**config.mk**
```make
export PLATFORM = sky130hd
export DESIGN_NAME = control_unit
export DESIGN_NICKNAME = d
export VERILOG_FILES = /design/src/rtl/cpu_ctrl_pkg.sv /design/src/rtl/op_class_decode.sv /design/src/rtl/control_unit.sv
export SDC_FILE = /design/constraint.sdc
export NUM_CORES = 1
export LEC_CHECK = 0
export CAP_MARGIN = 15
export CORE_AREA = 4 4 54 80
export CTS_CLUSTER_SIZE = 25
export DETAILED_ROUTE_END_ITERATION = 8
export DIE_AREA = 0 0 58 84
export PLACE_DENSITY_LB_ADDON = 0.12
export SETUP_SLACK_MARGIN = 0.4
export SYNTH_ARGS = -nofsm -noshare
export SYNTH_HDL_FRONTEND = slang
export SYNTH_SLANG_ARGS = --single-unit
```
**constraint.sdc**
```tcl
create_clock -name clock -period 7.15 [get_ports clock]
set_clock_uncertainty 0.05 [all_clocks]
set_input_delay 1.43 -clock clock [delete_from_list [all_inputs] [get_ports clock]]
set_output_delay 1.43 -clock clock [all_outputs]
set_load 0.03 [all_outputs]
```
**src/rtl/cpu_ctrl_pkg.sv**
```systemverilog
// Shared definitions for the CPU control unit: opcode values, FSM state
// encoding, execute-step constants, instruction classes and the strobe bundle.
package cpu_ctrl_pkg;

    localparam logic [4:0] OP_LD   = 5'b00000;
    localparam logic [4:0] OP_LDI  = 5'b00001;
    localparam logic [4:0] OP_ST   = 5'b00010;
    localparam logic [4:0] OP_ADD  = 5'b00011;
    localparam logic [4:0] OP_SUB  = 5'b00100;
    localparam logic [4:0] OP_AND  = 5'b00101;
    localparam logic [4:0] OP_OR   = 5'b00110;
    localparam logic [4:0] OP_ROR  = 5'b00111;
    localparam logic [4:0] OP_ROL  = 5'b01000;
    localparam logic [4:0] OP_SHR  = 5'b01001;
    localparam logic [4:0] OP_SHRA = 5'b01010;
    localparam logic [4:0] OP_SHL  = 5'b01011;
    localparam logic [4:0] OP_ADDI = 5'b01100;
    localparam logic [4:0] OP_ANDI = 5'b01101;
    localparam logic [4:0] OP_ORI  = 5'b01110;
    localparam logic [4:0] OP_DIV  = 5'b01111;
    localparam logic [4:0] OP_MUL  = 5'b10000;
    localparam logic [4:0] OP_NEG  = 5'b10001;
    localparam logic [4:0] OP_NOT  = 5'b10010;
    localparam logic [4:0] OP_BR   = 5'b10011;
    localparam logic [4:0] OP_JR   = 5'b10100;
    localparam logic [4:0] OP_JAL  = 5'b10101;
    localparam logic [4:0] OP_IN   = 5'b10110;
    localparam logic [4:0] OP_OUT  = 5'b10111;
    localparam logic [4:0] OP_MFLO = 5'b11000;
    localparam logic [4:0] OP_MFHI = 5'b11001;
    localparam logic [4:0] OP_NOP  = 5'b11010;
    localparam logic [4:0] OP_HALT = 5'b11011;

    typedef enum logic [2:0] {
        S_FETCH0,
        S_FETCH1,
        S_FETCH2,
        S_EXEC,
        S_HALT,
        S_STEPWAIT
    } state_t;

    localparam logic [2:0] T3 = 3'd3;
    localparam logic [2:0] T4 = 3'd4;
    localparam logic [2:0] T5 = 3'd5;
    localparam logic [2:0] T6 = 3'd6;
    localparam logic [2:0] T7 = 3'd7;

    typedef enum logic [4:0] {
        C_ALU,      // register-register ALU / shift
        C_IMM,      // addi/andi/ori
        C_LDI,
        C_LD,
        C_ST,
        C_MULDIV,
        C_UNARY,    // neg/not
        C_BR,
        C_JR,
        C_JAL,
        C_IN,
        C_OUT,
        C_MFHI,
        C_MFLO,
        C_NOP,
        C_HALT,
        C_ILLEGAL
    } op_class_t;

    typedef struct packed {
        logic pc_out, mdr_out, rzhi_out, rzlo_out, hi_out, lo_out, port_out, c_out, ba_out;
        logic pc_in, inc_pc, ir_in, mar_in, mdr_in, ry_in, rz_in, hi_in, lo_in;
        logic con_in, outport_in, link_in;
        logic rd, wr;
        logic gra, grb, grc, rin, rout;
        logic alu_add, run, instr_done, illegal_op;
    } ctrl_t;

endpackage

```
**src/rtl/op_class_decode.sv**
```systemverilog
// Combinational opcode -> instruction class decoder.
// Ports: i_opcode (5-bit IR[31:27]) in, o_class (op_class_t) out.
module op_class_decode
    import cpu_ctrl_pkg::*;
(
    input  logic [4:0] i_opcode,
    output op_class_t  o_class
);

    always_comb begin
        o_class = C_ILLEGAL;
        case (i_opcode)
            OP_ADD, OP_SUB, OP_AND, OP_OR, OP_ROR,
            OP_ROL, OP_SHR, OP_SHRA, OP_SHL:  o_class = C_ALU;
            OP_ADDI, OP_ANDI, OP_ORI:         o_class = C_IMM;
            OP_LDI:                           o_class = C_LDI;
            OP_LD:                            o_class = C_LD;
            OP_ST:                            o_class = C_ST;
            OP_MUL, OP_DIV:                   o_class = C_MULDIV;
            OP_NEG, OP_NOT:                   o_class = C_UNARY;
            OP_BR:                            o_class = C_BR;
            OP_JR:                            o_class = C_JR;
            OP_JAL:                           o_class = C_JAL;
            OP_IN:                            o_class = C_IN;
            OP_OUT:                           o_class = C_OUT;
            OP_MFHI:                          o_class = C_MFHI;
            OP_MFLO:                          o_class = C_MFLO;
            OP_NOP:                           o_class = C_NOP;
            OP_HALT:                          o_class = C_HALT;
            default:                          o_class = C_ILLEGAL;
        endcase
    end

endmodule

```
**src/rtl/control_unit.sv**
```systemverilog
// Hardwired sequencer for the single-bus 32-bit CPU datapath.
// Fetch (FETCH0..FETCH2) followed by per-opcode execute steps T3..T7.
// Ports:
//   clock, clear (sync active-high reset), ir[31:0] (opcode = ir[31:27]),
//   con_ff (branch condition), step (single-step advance)
//   bus drivers: PCout MDRout RZHIout RZLOout HIout LOout PORTout Cout BAout
//   loads: PCin IncPC IRin MARin MDRin RYin RZin HIin LOin CONin OUTPORTin link_in
//   memory: Read Write; select/encode: gra grb grc rin rout
//   status: alu_add run instr_done illegal_op
// Parameter MEM_WAIT (1..7): cycles a memory strobe is held.
// Optional feature macro SINGLE_STEP_EN: park in STEPWAIT after each
// instruction until a step pulse.
module control_unit
    import cpu_ctrl_pkg::*;
#(
    parameter int MEM_WAIT = 1
) (
    input  logic        clock,
    input  logic        clear,
    input  logic [31:0] ir,
    input  logic        con_ff,
    input  logic        step,
    output logic        PCout,
    output logic        MDRout,
    output logic        RZHIout,
    output logic        RZLOout,
    output logic        HIout,
    output logic        LOout,
    output logic        PORTout,
    output logic        Cout,
    output logic        BAout,
    output logic        PCin,
    output logic        IncPC,
    output logic        IRin,
    output logic        MARin,
    output logic        MDRin,
    output logic        RYin,
    output logic        RZin,
    output logic        HIin,
    output logic        LOin,
    output logic        CONin,
    output logic        OUTPORTin,
    output logic        link_in,
    output logic        Read,
    output logic        Write,
    output logic        gra,
    output logic        grb,
    output logic        grc,
    output logic        rin,
    output logic        rout,
    output logic        alu_add,
    output logic        run,
    output logic        instr_done,
    output logic        illegal_op
);

    localparam logic [2:0] WAIT_LAST = 3'(MEM_WAIT - 1);

    state_t     r_state, w_next_state;
    logic [2:0] r_step, w_next_step;
    logic [2:0] r_wait, w_next_wait;
    op_class_t  w_class;
    ctrl_t      w_c, w_out;
    logic       w_wait_last, w_advance, w_done;

`ifdef SINGLE_STEP_EN
    logic w_unused;
    assign w_unused = ^ir[26:0];
`else
    logic w_unused;
    assign w_unused = ^{ir[26:0], step};
`endif

    op_class_decode u_dec (
        .i_opcode (ir[31:27]),
        .o_class  (w_class)
    );

    always_ff @(posedge clock) begin
        if (clear) begin
            r_state <= S_FETCH0;
            r_step  <= '0;
            r_wait  <= '0;
        end else begin
            r_state <= w_next_state;
            r_step  <= w_next_step;
            r_wait  <= w_next_wait;
        end
    end

    assign w_wait_last = (r_wait == WAIT_LAST);

    always_comb begin
        w_c          = '0;
        w_next_state = r_state;
        w_next_step  = r_step;
        w_next_wait  = '0;     // any cycle that is not a held memory cycle restarts the wait
        w_advance    = 1'b1;
        w_done       = 1'b0;

        case (r_state)
            S_FETCH0: begin
                w_c.pc_out = 1'b1; w_c.mar_in = 1'b1; w_c.inc_pc = 1'b1;
                w_next_state = S_FETCH1;
            end
            S_FETCH1: begin
                w_c.rd = 1'b1;
                if (w_wait_last) begin
                    w_c.mdr_in   = 1'b1;
                    w_next_state = S_FETCH2;
                end else begin
                    w_next_wait = r_wait + 3'd1;
                end
            end
            S_FETCH2: begin
                w_c.mdr_out = 1'b1; w_c.ir_in = 1'b1;
                w_next_state = S_EXEC;
                w_next_step  = T3;
            end
            S_EXEC: begin
                case (w_class)
                    C_ALU, C_IMM: begin
                        case (r_step)
                            T3: begin w_c.grb = 1'b1; w_c.rout = 1'b1; w_c.ry_in = 1'b1; end
                            T4: begin
                                if (w_class == C_ALU) begin
                                    w_c.grc = 1'b1; w_c.rout = 1'b1;
                                end else begin
                                    w_c.c_out = 1'b1;
                                end
                                w_c.rz_in = 1'b1;
                            end
                            T5: begin w_c.rzlo_out = 1'b1; w_c.gra = 1'b1; w_c.rin = 1'b1; w_done = 1'b1; end
                            default: ;
                        endcase
                    end
                    C_LDI, C_LD, C_ST: begin
                        case (r_step)
                            T3: begin w_c.grb = 1'b1; w_c.ba_out = 1'b1; w_c.ry_in = 1'b1; end
                            T4: begin w_c.c_out = 1'b1; w_c.rz_in = 1'b1; w_c.alu_add = 1'b1; end
                            T5: begin
                                w_c.rzlo_out = 1'b1;
                                if (w_class == C_LDI) begin
                                    w_c.gra = 1'b1; w_c.rin = 1'b1; w_done = 1'b1;
                                end else begin
                                    w_c.mar_in = 1'b1;
                                end
                            end
                            T6: begin
                                if (w_class == C_LD) begin
                                    // Read held for MEM_WAIT cycles, step frozen until the last
                                    w_c.rd = 1'b1;
                                    if (w_wait_last) w_c.mdr_in = 1'b1;
                                    else begin w_advance = 1'b0; w_next_wait = r_wait + 3'd1; end
                                end else begin
                                    w_c.gra = 1'b1; w_c.rout = 1'b1; w_c.mdr_in = 1'b1;
                                end
                            end
                            T7: begin
                                if (w_class == C_LD) begin
                                    w_c.mdr_out = 1'b1; w_c.gra = 1'b1; w_c.rin = 1'b1; w_done = 1'b1;
                                end else begin
                                    w_c.wr = 1'b1;
                                    if (w_wait_last) w_done = 1'b1;
                                    else begin w_advance = 1'b0; w_next_wait = r_wait + 3'd1; end
                                end
                            end
                            default: ;
                        endcase
                    end
                    C_MULDIV: begin
                        case (r_step)
                            T3: begin w_c.gra = 1'b1; w_c.rout = 1'b1; w_c.ry_in = 1'b1; end
                            T4: begin w_c.grb = 1'b1; w_c.rout = 1'b1; w_c.rz_in = 1'b1; end
                            T5: begin w_c.rzlo_out = 1'b1; w_c.lo_in = 1'b1; end
                            T6: begin w_c.rzhi_out = 1'b1; w_c.hi_in = 1'b1; w_done = 1'b1; end
                            default: ;
                        endcase
                    end
                    C_UNARY: begin
                        case (r_step)
                            T3: begin w_c.grb = 1'b1; w_c.rout = 1'b1; w_c.rz_in = 1'b1; end
                            T4: begin w_c.rzlo_out = 1'b1; w_c.gra = 1'b1; w_c.rin = 1'b1; w_done = 1'b1; end
                            default: ;
                        endcase
                    end
                    C_BR: begin
                        case (r_step)
                            T3: begin w_c.gra = 1'b1; w_c.rout = 1'b1; w_c.con_in = 1'b1; end
                            T4: begin w_c.pc_out = 1'b1; w_c.ry_in = 1'b1; end
                            T5: begin w_c.c_out = 1'b1; w_c.rz_in = 1'b1; w_c.alu_add = 1'b1; end
                            T6: begin
                                // branch not taken: an idle step that still completes
                                if (con_ff) begin w_c.rzlo_out = 1'b1; w_c.pc_in = 1'b1; end
                                w_done = 1'b1;
                            end
                            default: ;
                        endcase
                    end
                    C_JAL: begin
                        case (r_step)
                            T3: begin w_c.pc_out = 1'b1; w_c.link_in = 1'b1; end
                            T4: begin w_c.gra = 1'b1; w_c.rout = 1'b1; w_c.pc_in = 1'b1; w_done = 1'b1; end
                            default: ;
                        endcase
                    end
                    C_JR:   begin w_c.gra = 1'b1; w_c.rout = 1'b1; w_c.pc_in = 1'b1; w_done = 1'b1; end
                    C_IN:   begin w_c.port_out = 1'b1; w_c.gra = 1'b1; w_c.rin = 1'b1; w_done = 1'b1; end
                    C_OUT:  begin w_c.gra = 1'b1; w_c.rout = 1'b1; w_c.outport_in = 1'b1; w_done = 1'b1; end
                    C_MFHI: begin w_c.hi_out = 1'b1; w_c.gra = 1'b1; w_c.rin = 1'b1; w_done = 1'b1; end
                    C_MFLO: begin w_c.lo_out = 1'b1; w_c.gra = 1'b1; w_c.rin = 1'b1; w_done = 1'b1; end
                    C_NOP:  w_done = 1'b1;
                    C_HALT: begin w_next_state = S_HALT; w_advance = 1'b0; end
                    default: begin w_c.illegal_op = 1'b1; w_done = 1'b1; end
                endcase
            end
`ifdef SINGLE_STEP_EN
            S_STEPWAIT: begin
                if (step) w_next_state = S_FETCH0;
            end
`endif
            default: ;   // S_HALT: everything off until clear
        endcase

        if (w_done) begin
            w_c.instr_done = 1'b1;
            w_next_step    = '0;
`ifdef SINGLE_STEP_EN
            w_next_state   = S_STEPWAIT;
`else
            w_next_state   = S_FETCH0;
`endif
        end else if (r_state == S_EXEC && w_advance) begin
            w_next_step = r_step + 3'd1;
        end

        w_c.run = (r_state != S_HALT);
    end

    // clear silences every strobe in the same cycle so an in-flight Write is cut off
    assign w_out = clear ? '0 : w_c;

    assign PCout      = w_out.pc_out;
    assign MDRout     = w_out.mdr_out;
    assign RZHIout    = w_out.rzhi_out;
    assign RZLOout    = w_out.rzlo_out;
    assign HIout      = w_out.hi_out;
    assign LOout      = w_out.lo_out;
    assign PORTout    = w_out.port_out;
    assign Cout       = w_out.c_out;
    assign BAout      = w_out.ba_out;
    assign PCin       = w_out.pc_in;
    assign IncPC      = w_out.inc_pc;
    assign IRin       = w_out.ir_in;
    assign MARin      = w_out.mar_in;
    assign MDRin      = w_out.mdr_in;
    assign RYin       = w_out.ry_in;
    assign RZin       = w_out.rz_in;
    assign HIin       = w_out.hi_in;
    assign LOin       = w_out.lo_in;
    assign CONin      = w_out.con_in;
    assign OUTPORTin  = w_out.outport_in;
    assign link_in    = w_out.link_in;
    assign Read       = w_out.rd;
    assign Write      = w_out.wr;
    assign gra        = w_out.gra;
    assign grb        = w_out.grb;
    assign grc        = w_out.grc;
    assign rin        = w_out.rin;
    assign rout       = w_out.rout;
    assign alu_add    = w_out.alu_add;
    assign run        = w_out.run;
    assign instr_done = w_out.instr_done;
    assign illegal_op = w_out.illegal_op;

    // single bus: never more than one driver per cycle
    a_bus_onehot: assert property (@(posedge clock)
        $onehot0({PCout, MDRout, RZHIout, RZLOout, HIout, LOout, PORTout, Cout, BAout}));

endmodule

```
# == Word-level counts from Yosys, hierarchy flattened ==
# Memories as Yosys holds them, arrays and structs flattened.
# Index checks and enable logic that the tools add are counted.
# op_classes
addsub,2
eq_ne,26
n_mux,82
reduce_logical,20
# ops
cell,n
two-way mux 1 bit,41
== test 5 x 4 -> 1 bit (second input constant),8
two-way mux 32 bit,1
one-hot mux 1 bit (2 select lines),14
two-way mux 3 bit,8
== test 5 x 3 -> 1 bit (second input constant),4
OR reduction 16 bit,1
one-hot mux 1 bit (3 select lines),5
two-way mux 7 bit,2
OR reduction 2 bit,7
== test 3 bit (second input constant),4
one-hot mux 3 bit (2 select lines),2
one-hot mux 3 bit (4 select lines),1
OR reduction 6 bit,2
== test 5 x 2 -> 1 bit (second input constant),2
one-hot mux 1 bit (5 select lines),2
== test 3 x 2 -> 1 bit (second input constant),3
two-way mux 8 bit,1
adder 3 x 1 -> 3 bit (second input constant),2
zero test 3 bit,2
two-way mux 2 bit,3
one-hot mux 1 bit (6 select lines),1
OR reduction 3 bit,2
== test 5 x 1 -> 1 bit (second input constant),1
11 further kinds,11
# totals
ff_bits,9
mem_bits_ro,160
input_bits,36
out_inout_bits,32
mem_count,1
# mem_list
memory,words,word_bits,rd,rd_clocked_by_memory_dff,write_ports,line_no,source
(no name shown),32,5,1,0,0,op_class_decode.sv:12,case (i_opcode)

# == Depth between registers and ports, before layout ==
# logic_depth
depth_word,8
depth_mapped,11
mapped_depth_nobuf,9

# == Modules after synthesis ==
# From an unflattened synthesis, not the netlist that was laid out.
# unflattened
cells_unflattened,224
area_unflattened_um2,1517.7
# modules_own_cells
module,instances,cells_each,area_per_inst_um2,seq_area_each_um2
control_unit,1,194,1296.2,180.2
op_class_decode,1,30,221.5,0.0

# == Worst setup path after synthesis ==
# Ideal clock, no wire load.
# synth_path
kind,in2out
startpoint,input ir[27]
endpoint,output RZHIout
t_arrival_ps,3791
required_ps,5670
setup_slack_ps,1879
path_stages,10
n_path_buf,2
path_cell_list,inv_1 ha_1 nand2_1 o211ai_4 and2_1 buf_2 a21oi_1 nand2_1 nor3_1 buf_4
# synth_via
elab_chain_cells,5
# synth_lines
item,line_no,source
from (decl),control_unit.sv:20,"input logic [31:0] ir,"
memory (32 x 5 bit),--,
== test 5 x 3 -> 1 bit,control_unit.sv:121,case (w_class)
two-way mux 1 bit,control_unit.sv:121,
two-way mux 8 bit,control_unit.sv:101,case (r_state)
two-way mux 32 bit,control_unit.sv:241,assign w_out = clear ? '0 : w_c;
to (decl),control_unit.sv:25,"output logic RZHIout,"
# Every way passes these cells.

# == Worst setup path in the final report ==
# layout_path
startpoint,input ir[29]
endpoint,output instr_done
# layout_via
elab_chain_cells,8
word_cells_on_any_way,22
# layout_lines
item,line_no,source
memory (32 x 5 bit) (*),--,
"== test 5 x 2 -> 1 bit, on equally long branches","control_unit.sv:121, control_unit.sv:160, control_unit.sv:143",
"two-way mux 1 bit, on equally long branches","control_unit.sv:160, control_unit.sv:143",
one-hot mux 1 bit (2 select lines),control_unit.sv:138,case (r_step)
one-hot mux 1 bit (5 select lines) (*),control_unit.sv:121,
two-way mux 1 bit (*),control_unit.sv:101,
two-way mux 1 bit (*),control_unit.sv:225,if (w_done) begin
two-way mux 32 bit (*),control_unit.sv:241,
to (decl),control_unit.sv:53,"output logic instr_done,"
# Mark *: on every way between the ends. The rest lies on a longest branch, timed or not.

==> results.md <==
- Post-Syn Instances: ~230
- Placed cell area: between 0.002 and 0.0025 mm2
- Register bit total from synthesis: 9
- Critical Path Start: ir[29]
- R2r startpoint: r_step[0]
- Top Ports: 68
- Fillers: 355
- Power Dens Cells: slightly above 100 mW/mm2
- Syn Nets: around 280
- Antenna Diode Count: 0
- FF-to-FF path depth: 9
- Total core area: 0.00365 mm2
- CP Depth: 10
- Final Instance Area: approximately 0.0021 mm2
- R2R Path End: r_state[0]
- Max cap viols: 0
- GRT Overall Usage: about a fifth
- CP arrival: roughly 5.1 ns
- Worst path bufs/invs: 3
- Share of cells above drive strength 1: 7.31%
- Final setup violation count: 0
- Vias per inst: just over 6
- Post-detail-place hpwl: between 3 and 4 mm
- Synth area leader: ha_1
- Final WL: 4.74 mm
- HP Start: r_wait[0]
- # H-tree levels: 1
- Top_reg_cell synth: dfxtp_1
- Post-synthesis sequential area ratio: a little over a tenth
- Post-synth EDFFs: 0
- Placed insts: ~300
- DR vias: ~1.9k
- Fin crit period: approximately 6.6 ns
- Tot Pwr: around 0.21 mW
- Most frequent cell after synthesis: nand2_1
- CTS tree: yes
- # nets final: 312
- Slowest CP cell: clkdlybuf4s50_1
- Post-CTS setup buffers: 0
- Critical path's top delay family: buffers and inverters
- Top post-synthesis cells by area: ha_1 (11%), dfxtp_1 (11%), nand2_1 (6.4%), nor2_1 (5.5%), a21oi_1 (5.2%)
- Peak Freq: 0.151 GHz
- Routability Congestion: 0.829
- Critical path required time: between 5 and 6 ns
- Crit path to: instr_done
- Final slew viol count: 0
- Fin Setup TNS: 0 ns
- Num Clock Sinks: 9
- Grt ovf: 0
- Area Growth Syn to Fin: 25.4%
- PortBufs: 39
- Post-route clock period utilization: between 90% and 100%
- Crit-path cells: clkdlybuf4s50_1 > inv_1 > ha_1 > o21a_1 > a311o_1 > nand3_1 > o32a_1 > a21boi_0 > a21oi_1 > clkdlybuf4s50_1
- Vias in the first global route: ~1.8k
- WHS: 0.477 ns
- Worst-path clk slew: approximately 0.040 ns
- Worst path max stage delay: about 0.75 ns
- Worst Hold Class: reg2reg
- Largest net degree at the start of global routing: 18
- Leakage: roughly 0.71 nW
- CTS Buffer Depth: 2
- Hold Vio Cnt, Final: 0
- Cell mode on critical path: clkdlybuf4s50_1
- Drt wl/cell: around 16 um
- Setup WS pre-CTS: between 0.5 and 0.6 ns
- Final Non-Filler Cells: between 300 and 400
- Root Driver: clkbuf_8
- Antenna violations before repair: 0
- Synth Area per Inst: 7.10 um2
- DRC violation count after routing: 0
- Die ar.: around 0.005 mm2
- Initial drt markers: 73
- Worst IR Drop VDD: 0.107 mV
- Asr flop ratio synth: 0%
- R2R Setup Slk: slightly below 5 ns
- Final Util: 56.6%
- RSZ-0062 raised after global routing: false
- Crit Path Class: in2out
- Slew @ Worst Pin: approximately 0.83 ns
- Syn. warnings: 0
- Outcome: finished clean
- Clock latency on the worst-skew pair: around 0.24 ns
- Drt pass-1 iters: 4
- Unique cell type count in the Yosys netlist: ~60
- Std cell rows: 27
- Worst setup EP type: output pin
- Cts bufs inserted: 3
- Startpoint types: input pin
- Yosys top cell area share: a little under an eighth
- Die W: 58 um
- Cell area after synthesis: around 0.0016 mm2
- Starting Density: 45.1%
- Final WS setup: approximately 0.53 ns
- Critical path fanouts, max: 11
- Slew headroom: between 40% and 50%
- Most frequent cells after synthesis: nand2_1 (28), nor2_1 (24), a21oi_1 (17)
- Detail Route Antenna Nets: 0
- Die Ht: around 84 um
- Global-route wire length before repair: between 8 and 9 mm
==> per-layer routing <==
layer / vias up / track usage [%] / share of wire, %
met5: - / 0 / 0
met4: 0 / 6.33 / 1.2
met3: 5 / 1.70 / 5.1
met2: 55 / 37.0 / 53
met1: 872 / 23.3 / 40
li1: 923 / - / -
==> area by class of cell <==
class | count | area, um2 | area share [%]
tap | 43 | 53.8 | 2.61
clock buffer | 4 | 45.0 | 2.18
inverter | 11 | 41.3 | 2.00
sequential | 9 | 180 | 8.73
multi-input combinational | 196 | 1350 | 65.2
timing repair buffer | 40 | 398 | 19.3
==> worst reg2reg max path, delay by kind of cell (launching register included) <==
family,cells,cell delay [ns]
buffers and inverters,1,0.08
flip-flops,1,0.40
AND/OR/NAND/NOR,2,0.34
AO/OA/AOI/OAI,5,1.02
adder cells (fa/ha/maj),1,0.21
==> registers in the layout, summed over array words and instances (netlist names) <==
register / count
r_state: 3
r_step: 3
r_wait: 3
==> cells in the final DEF (no fill, tap or decap), types with 6 or more instances in the layout <==
cell             netlist  layout
clkdlybuf4s50_1        0      39
nand2_1               28      28
nor2_1                24      24
a21oi_1               17      17
ha_1                  15      15
nor3_1                13      12
inv_1                 11      11
a211oi_1               9       9
dfxtp_1                9       9
o21ai_0                8       8
nand3_1                7       7
a31oi_1                6       6
==> how the worst min path moves through the flow <==
| stage | end | slack, ns | depth (start not counted) |
|---|---|---|---|
| after floorplan | r_wait[0] | 0.45 | 3 |
| after global placement | r_wait[0] | 0.48 | 3 |
| after detailed placement | r_wait[0] | 0.48 | 3 |
| after CTS | r_wait[0] | 0.48 | 3 |
| after global routing | r_wait[0] | 0.50 | 3 |
| final | r_wait[0] | 0.48 | 3 |
==> power breakdown <==
group	switching (mW)	leakage, nW	internal [mW]	total [mW]
logic	0.0611	0.610	0.0314	0.0925
registers	0.00470	0.0735	0.0532	0.0579
clock network	0.0209	0.0228	0.0389	0.0598
==> timing repair <==
action | 4_1_cts | 5_1_grt
hold buffers | 0 | 0
resized for setup | 0 | 1
endpoints found under the setup margin | 0 | 2
==> kinds of logic after synthesis <==
kind of cell | count (synthesis) | share of synthesized area [%]
simple gates | 105 | 34.6
compound gates | 74 | 34.2
buf+inv | 27 | 7.60
fa+ha+maj | 15 | 11.4
flops | 9 | 10.9
mux | 2 | 1.29
No activity file was read; power rests on OpenSTA's default activity.
